File: config.mk
export PLATFORM = sky130hd
export DESIGN_NAME = sp_arbiter
export DESIGN_NICKNAME = d
export VERILOG_FILES = /design/src/rtl/sp_arbiter.sv
export SDC_FILE = /design/constraint.sdc
export NUM_CORES = 1
export LEC_CHECK = 0
export ABC_CLOCK_PERIOD_IN_PS = 2200
export BUFFER_PORTS_ARGS = -buffer_cell sky130_fd_sc_hd__buf_2
export CAP_MARGIN = 10
export CORE_UTILIZATION = 41
export CTS_BUF_LIST = sky130_fd_sc_hd__clkbuf_2
export CTS_CLUSTER_DIAMETER = 150
export CTS_CLUSTER_SIZE = 30
export DETAILED_ROUTE_END_ITERATION = 16
export GPL_ROUTABILITY_DRIVEN = 1
export PLACE_DENSITY = 0.93
export SLEW_MARGIN = 20
export SYNTH_ARGS = -nofsm -noshare
export SYNTH_HDL_FRONTEND = slang
export SYNTH_SLANG_ARGS = --single-unit
File: constraint.sdc
create_clock -name clock -period 2.2 [get_ports clock]
set_clock_uncertainty 0.2 [all_clocks]
set_input_delay 0.33 -clock clock [delete_from_list [all_inputs] [get_ports clock]]
set_output_delay 0.33 -clock clock [all_outputs]
set_load 0.03 [all_outputs]
File: src/rtl/sp_arbiter.sv
// sp_arbiter
// ----------------------------------------------------------------------------
// Purpose:
//   Shares one single-port block RAM (2048x8 SP primitive) between two
//   independent clients. At most one access is granted per cycle. When both
//   clients request in the same cycle, the one not granted last time wins.
//   The granted request drives the SP port directly. A small tag pipe tracks
//   which client issued each read, so the read data can be routed back to it.
//
// Handshake:
//   A request is accepted at a rising edge where reqN_valid & reqN_ready.
//   reqN_ready is a pure function of the current valids and the round-robin
//   pointer, and it never asserts without reqN_valid. Responses have no
//   backpressure: rspN_valid is high for exactly one cycle, LAT cycles after
//   the read was accepted, and the client must take the data then.
//
// Configuration macro:
//   SP_ARBITER_OUTREG_EN - defined: the SP runs with its output register
//                          (READ_MODE=1), so LAT = 2.
//                          undefined: bypass mode (READ_MODE=0), LAT = 1.
//
// Ports:
//   clock, reset                : clock; asynchronous active-high reset
//   req{0,1}_valid/_write/_addr/_wdata : request inputs from each client
//   req{0,1}_ready              : request accepted this cycle
//   rsp{0,1}_valid/_rdata       : read response (rdata is 0 when not valid)
//   mem_ce, mem_wre, mem_ad,
//   mem_din, mem_oce            : SP primitive control/address/data
//   mem_dout                    : SP read data
// ----------------------------------------------------------------------------
module sp_arbiter #(
  parameter int ADDR_WIDTH = 11,
  parameter int DATA_WIDTH = 8
) (
  input  logic                  clock,
  input  logic                  reset,
  input  logic                  req0_valid,
  output logic                  req0_ready,
  input  logic                  req0_write,
  input  logic [ADDR_WIDTH-1:0] req0_addr,
  input  logic [DATA_WIDTH-1:0] req0_wdata,
  output logic                  rsp0_valid,
  output logic [DATA_WIDTH-1:0] rsp0_rdata,
  input  logic                  req1_valid,
  output logic                  req1_ready,
  input  logic                  req1_write,
  input  logic [ADDR_WIDTH-1:0] req1_addr,
  input  logic [DATA_WIDTH-1:0] req1_wdata,
  output logic                  rsp1_valid,
  output logic [DATA_WIDTH-1:0] rsp1_rdata,
  output logic                  mem_ce,
  output logic                  mem_wre,
  output logic [ADDR_WIDTH-1:0] mem_ad,
  output logic [DATA_WIDTH-1:0] mem_din,
  output logic                  mem_oce,
  input  logic [DATA_WIDTH-1:0] mem_dout
);

`ifdef SP_ARBITER_OUTREG_EN
  localparam int LAT = 2;
`else
  localparam int LAT = 1;
`endif

  // Round-robin pointer: index of the requester granted most recently.
  // Resets to 1 so requester 0 wins the first contested cycle.
  logic last_grant_q, last_grant_d;

  // Read tag pipe: entry 0 is loaded at acceptance, entry LAT-1 is the
  // response currently being presented.
  logic [LAT-1:0] tag_v_q,  tag_v_d;
  logic [LAT-1:0] tag_id_q, tag_id_d;

  logic grant0, grant1;
  logic rd_accept;

  // Grant. Reset forces both grants low so nothing reaches the RAM and no
  // requester sees ready while reset is held.
  always_comb begin
    grant0 = 1'b0;
    grant1 = 1'b0;
    if (!reset) begin
      grant0 = req0_valid & (~req1_valid | last_grant_q);
      grant1 = req1_valid & (~req0_valid | ~last_grant_q);
    end
  end

  assign req0_ready = grant0;
  assign req1_ready = grant1;

  // SP drive, zeroed when idle.
  always_comb begin
    mem_ce  = grant0 | grant1;
    mem_wre = 1'b0;
    mem_ad  = '0;
    mem_din = '0;
    if (grant0) begin
      mem_wre = req0_write;
      mem_ad  = req0_addr;
      mem_din = req0_wdata;
    end else if (grant1) begin
      mem_wre = req1_write;
      mem_ad  = req1_addr;
      mem_din = req1_wdata;
    end
  end

  assign mem_oce = 1'b1;

  assign rd_accept = mem_ce & ~mem_wre;

  // Next-state: pointer follows the granted index; tag pipe shifts every
  // cycle, with writes and idle cycles entering as empty slots.
  always_comb begin
    last_grant_d = last_grant_q;
    if (grant0) begin
      last_grant_d = 1'b0;
    end else if (grant1) begin
      last_grant_d = 1'b1;
    end

    tag_v_d     = '0;
    tag_id_d    = '0;
    tag_v_d[0]  = rd_accept;
    tag_id_d[0] = grant1;
    for (int i = 1; i < LAT; i++) begin
      tag_v_d[i]  = tag_v_q[i-1];
      tag_id_d[i] = tag_id_q[i-1];
    end
  end

  always_ff @(posedge clock or posedge reset) begin
    if (reset) begin
      last_grant_q <= 1'b1;
      tag_v_q      <= '0;
      tag_id_q     <= '0;
    end else begin
      last_grant_q <= last_grant_d;
      tag_v_q      <= tag_v_d;
      tag_id_q     <= tag_id_d;
    end
  end

  // Response routing from the head of the tag pipe.
  always_comb begin
    rsp0_valid = tag_v_q[LAT-1] & ~tag_id_q[LAT-1];
    rsp1_valid = tag_v_q[LAT-1] &  tag_id_q[LAT-1];
    rsp0_rdata = rsp0_valid ? mem_dout : '0;
    rsp1_rdata = rsp1_valid ? mem_dout : '0;
  end

endmodule

# Word level (Yosys, flattened, before mapping)
# Cells that the tools add are included.
totals:
  ff_bits: 3
  latchBits: 0
  ramBits: 0
  rom_bits: 0
  input_bits: 52
  out_inout_bits: 42
  word_cells: 29
  mem_count: 0
classes:
  add_sub_neg: 0
  n_mul: 0
  div_mod_pow: 0
  order_cmp: 0
  eq_ne: 0
  n_shift: 0
  n_mux: 12
  n_bitwise: 13
  reduce_logical: 1
op_table:
  columns: ["cell", "n"]
  rows:
  - ["$mux 8", 4]
  - ["$mux 11", 2]
  - ["$mux 1", 6]
  - ["$and 1x1->1", 5]
  - ["$not 1->1", 5]
  - ["$or 1x1->1", 3]
  - ["$reduce_bool 2->1", 1]

# Longest topological paths before layout
depth:
  word_depth: 8
  ltp_mapped: 4
  mapped_depth_nobuf: 2

# Worst setup path after synthesis
# OpenSTA, ideal clock, no wires.
synth_path:
  path_type: "flip-flop to output port"
  from: "register last_grant_q"
  to: "output mem_ad[10]"
  t_arrival_ns: 1.425
  required_time_ns: 1.670
  path_slack_ns: 0.245
  path_stages_with_launch: 3
  n_path_buf: 0
  path_cell_list: "dfstp_2 -> nor2b_4 -> o32ai_1"
synth_via:
  elab_chain_len: 6
  word_cells_on_any_way: 9
  classes_between: "mux (4); bitwise (5)"
synth_lines:
  columns: ["element", "line", "source"]
  rows:
  - ["start, declared", "67", "logic last_grant_q, last_grant_d;"]
  - ["start signal, assigned", "138", "last_grant_q <= last_grant_d;"]
  - ["$not 1->1", "84", "grant1 = req1_valid & (~req0_valid | ~last_grant_q);"]
  - ["$or 1x1->1", "84", null]
  - ["$and 1x1->1", "84", null]
  - ["$mux 1", "82", "if (!reset) begin"]
  - ["$mux 11", "101", "end else if (grant1) begin"]
  - ["$mux 11 (*)", "97", "if (grant0) begin"]
  - ["end, declared", "53", "output logic [ADDR_WIDTH-1:0] mem_ad,"]
# Every way passes the cells marked *; elsewhere a longest branch is shown, timed or not.

# Worst setup path after layout
# Same ends and word-level chain as after synthesis.

==> results.py <==
metrics = {
    "placement": {
        "placedCellCount": 216,
        "input_output_buffers": 92,
        "place_hpwl_mm": 2.08,
        "pre_cts_slack_ns": 0.233,
        "finalWeightedCongestion": 0.687,
    },
    "critical_path": {
        "crit_chain": "nor2b_4, o32ai_1, buf_2",
        "slowest_delay_ns": 0.59,
        "cp-end-kind": "primary output",
        "worstPathBufferInverterCount": 1,
        "critPathKind": "reg2out",
        "slowest_stage": "nor2b_4",
        "worst-endpoint-required_ns": 1.67,
        "critical_path.max_fanout": 23,
        "worst_path_dominant_cell_family": "simple AND/OR/NAND/NOR gates",
        "critical_path_arrival_ns": 1.58,
        "cp-start-kind": "flop",
    },
    "cts": {
        "clkSlewWorstSetupHoldPaths_ns": 0.04,
        "post_cts_resized": 0,
        "cts_htree_levels": 1,
        "postCtsSetupRepairBufs": 0,
        "hold_buffers": 0,
        "clock_tree.buffer_depth": 2,
        "cts_root_buf": "clkbuf_2",
        "worstSkewPairLatency_ns": 0.21,
        "cts-buffers-inserted": 3,
        "cts_tree": "done",
        "clock_sinks": 3,
    },
    "floorplanning": {
        "core-area_um2": 2230,
        "rows": 17,
        "die_width_um": 50.7,
        "die-height_um": 50.7,
        "floorplan.die_area_um2": 2570,
        "io_pins": 94,
        "effective_utilization_at_floorplan_pct": 43.6,
    },
    "grt": {
        "grt_max_degree": 47,
        "antenna_found_initial": 0,
        "grt-busiest-layer": "met2",
        "grt_pass1_wl_mm": 4.00,
        "grt.met2_usage_pct": 43.6,
        "global_route_congestion_overflow_total": 0,
        "gr_met1_demand_resource_pct": 17.1,
        "use_met3_pct": 4.85,
        "first_global_vias": 1008,
        "grtUsageTotal_pct": 20.8,
    },
    "route": {
        "routed_via_count": 1120,
        "drt_pre_antenna_iters": 4,
        "dr.first_iter.drc_count": 5,
        "route.detailed.wl_per_inst_um": 11.9,
        "drt_drc": 0,
        "post_drt_via_cell_ratio": 5.09,
        "ant_nets": 0,
        "wirelength_routed_mm": 2.62,
    },
    "job": {
        "maxCapViolations": 0,
    },
    "sta": {
        "worstMarginPinSlew_ns": 0.734,
        "period_share_pct": 96.0,
        "max_slew_vio_count": 0,
        "relSlewSlack_pct": 50.9,
        "timing.final.ws_setup_ns": 0.0870,
        "final-hold-violation-count": 0,
        "setup-tns-final_ns": 0,
        "finalSetupViolCount": 0,
        "grt_setup_unrepaired": "no",
        "timing.fmax_mhz": 473,
        "period_minus_slack_ns": 2.11,
    },
    "outcome": {
        "status": "finished clean",
    },
    "synthesis": {
        "yosys_warnings": 0,
        "synthCells": 108,
        "postSynthAreaPerCell_um2": 9.01,
        "synth.distinct_cells": 22,
        "synthesized_area_um2": 973,
        "synth-seq-cells": 3,
        "synth-seq-area-share_pct": 7.84,
        "synth.net_count": 160,
    },
    "layout": {
        "fin_cells": 220,
        "finish.net_count": 245,
        "drive_gt1_share_pct": 63.0,
        "diodes": 0,
        "area_overhead_of_the_layout_relative_to_synthesis_pct": 42.5,
        "fin_util_pct": 62.1,
    },
    "power_and_ir_drop": {
        "power_mw": 0.499,
        "irDropWorstVdd_mv": 0.179,
        "powerDensity_nw_per_um2": 360,
        "power.static_leakage_nw": 0.755,
    },
    "worst_hold_path": {
        "hp-class": "in2async",
    },
}
cells by family (layout without fill, tap and decap cells):
kind of cell | count (synthesis) | after routing | synth area share [%]
AND/OR/NAND/NOR | 66 | 66 | 43.1
buffers and inverters | 15 | 99 | 13.2
other | 1 | 1 | 0.385
flip-flops | 3 | 3 | 7.84
AO/OA/AOI/OAI | 23 | 23 | 35.5
cell usage in the layout, fill, tap and decap left out:
master	count
nand2b_1	39
a22o_1	1
conb_1	1
and2_1	9
or2_1	2
nand2b_4	1
o32ai_2	19
o32ai_1	2
dfstp_2	1
inv_2	1
inv_1	1
buf_12	1
and3_1	8
nor2b_1	1
clkbuf_2	4
dfrtp_1	2
nor2b_4	1
a21bo_2	1
nor2_1	4
buf_2	92
or2b_1	1
power by group:
part	switching (mW)	internal [mW]
sequential	0.00966	0.0646
combinational	0.211	0.136
clock	0.0297	0.0479
total	0.251	0.249
per-layer routing:
layer,part of all wire [%],up-vias
li1,-,549
met1,35,495
met2,54,70
met3,9.3,6
met4,1.7,0
met5,0,-
final timing paths:
path,start,end,slack (ns),cells after the start
hold / removal,reset,tag_v_q$_DFF_PP0_,0.06,2
hold reg to reg,last_grant_q$_DFFE_PP1P_,last_grant_q$_DFFE_PP1P_,0.38,1
max in group asynchronous,reset,last_grant_q$_DFFE_PP1P_,1.53,2
min in group clock,req0_write,tag_v_q$_DFF_PP0_,0.23,3
setup / recovery,last_grant_q$_DFFE_PP1P_,mem_ad[10],0.09,3
setup reg to reg,last_grant_q$_DFFE_PP1P_,tag_v_q$_DFF_PP0_,0.70,2
cells in the mapped netlist:
cell       n  area, um2
a21bo_2    1       10.0
a22o_1     1       8.76
and2_1     9       56.3
and3_1     8       50.1
buf_2      1       5.00
buf_4      3       22.5
buf_6      8       90.1
clkbuf_1   1       3.75
conb_1     1       3.75
dfrtp_1    2       50.1
dfstp_2    1       26.3
inv_1      1       3.75
inv_2      1       3.75
nand2b_1  39        244
nand2b_4   1       13.8
nor2_1     4       15.0
nor2b_1    1       6.26
nor2b_4    1       13.8
o32ai_1    2       17.5
o32ai_2   19        309
or2_1      2       12.5
or2b_1     1       7.51
flip-flops by register name, indices dropped and copies added (netlist names):
name,flops
tag_id_q,1
tag_v_q,1
last_grant_q,1
stage by stage:
step                hold WS [ns]  cell area (um2)
floorplan                  0.160              973
global placement           0.286             1370
detailed placement         0.284             1370
CTS                       0.0557             1390
global route              0.0964             1390
finish                    0.0558             1390
area by class of cell:
| cell class | instances | area (um2) |
|---|---|---|
| fillers | 219 | 846 |
| multi-input cells | 90 | 768 |
| repair buffers | 93 | 480 |
| flip-flops and latches | 3 | 76.3 |
| well taps | 28 | 35.0 |
| clock buffers | 4 | 20.0 |
| inverters | 2 | 7.51 |
Power figures use the tool's default switching activity.
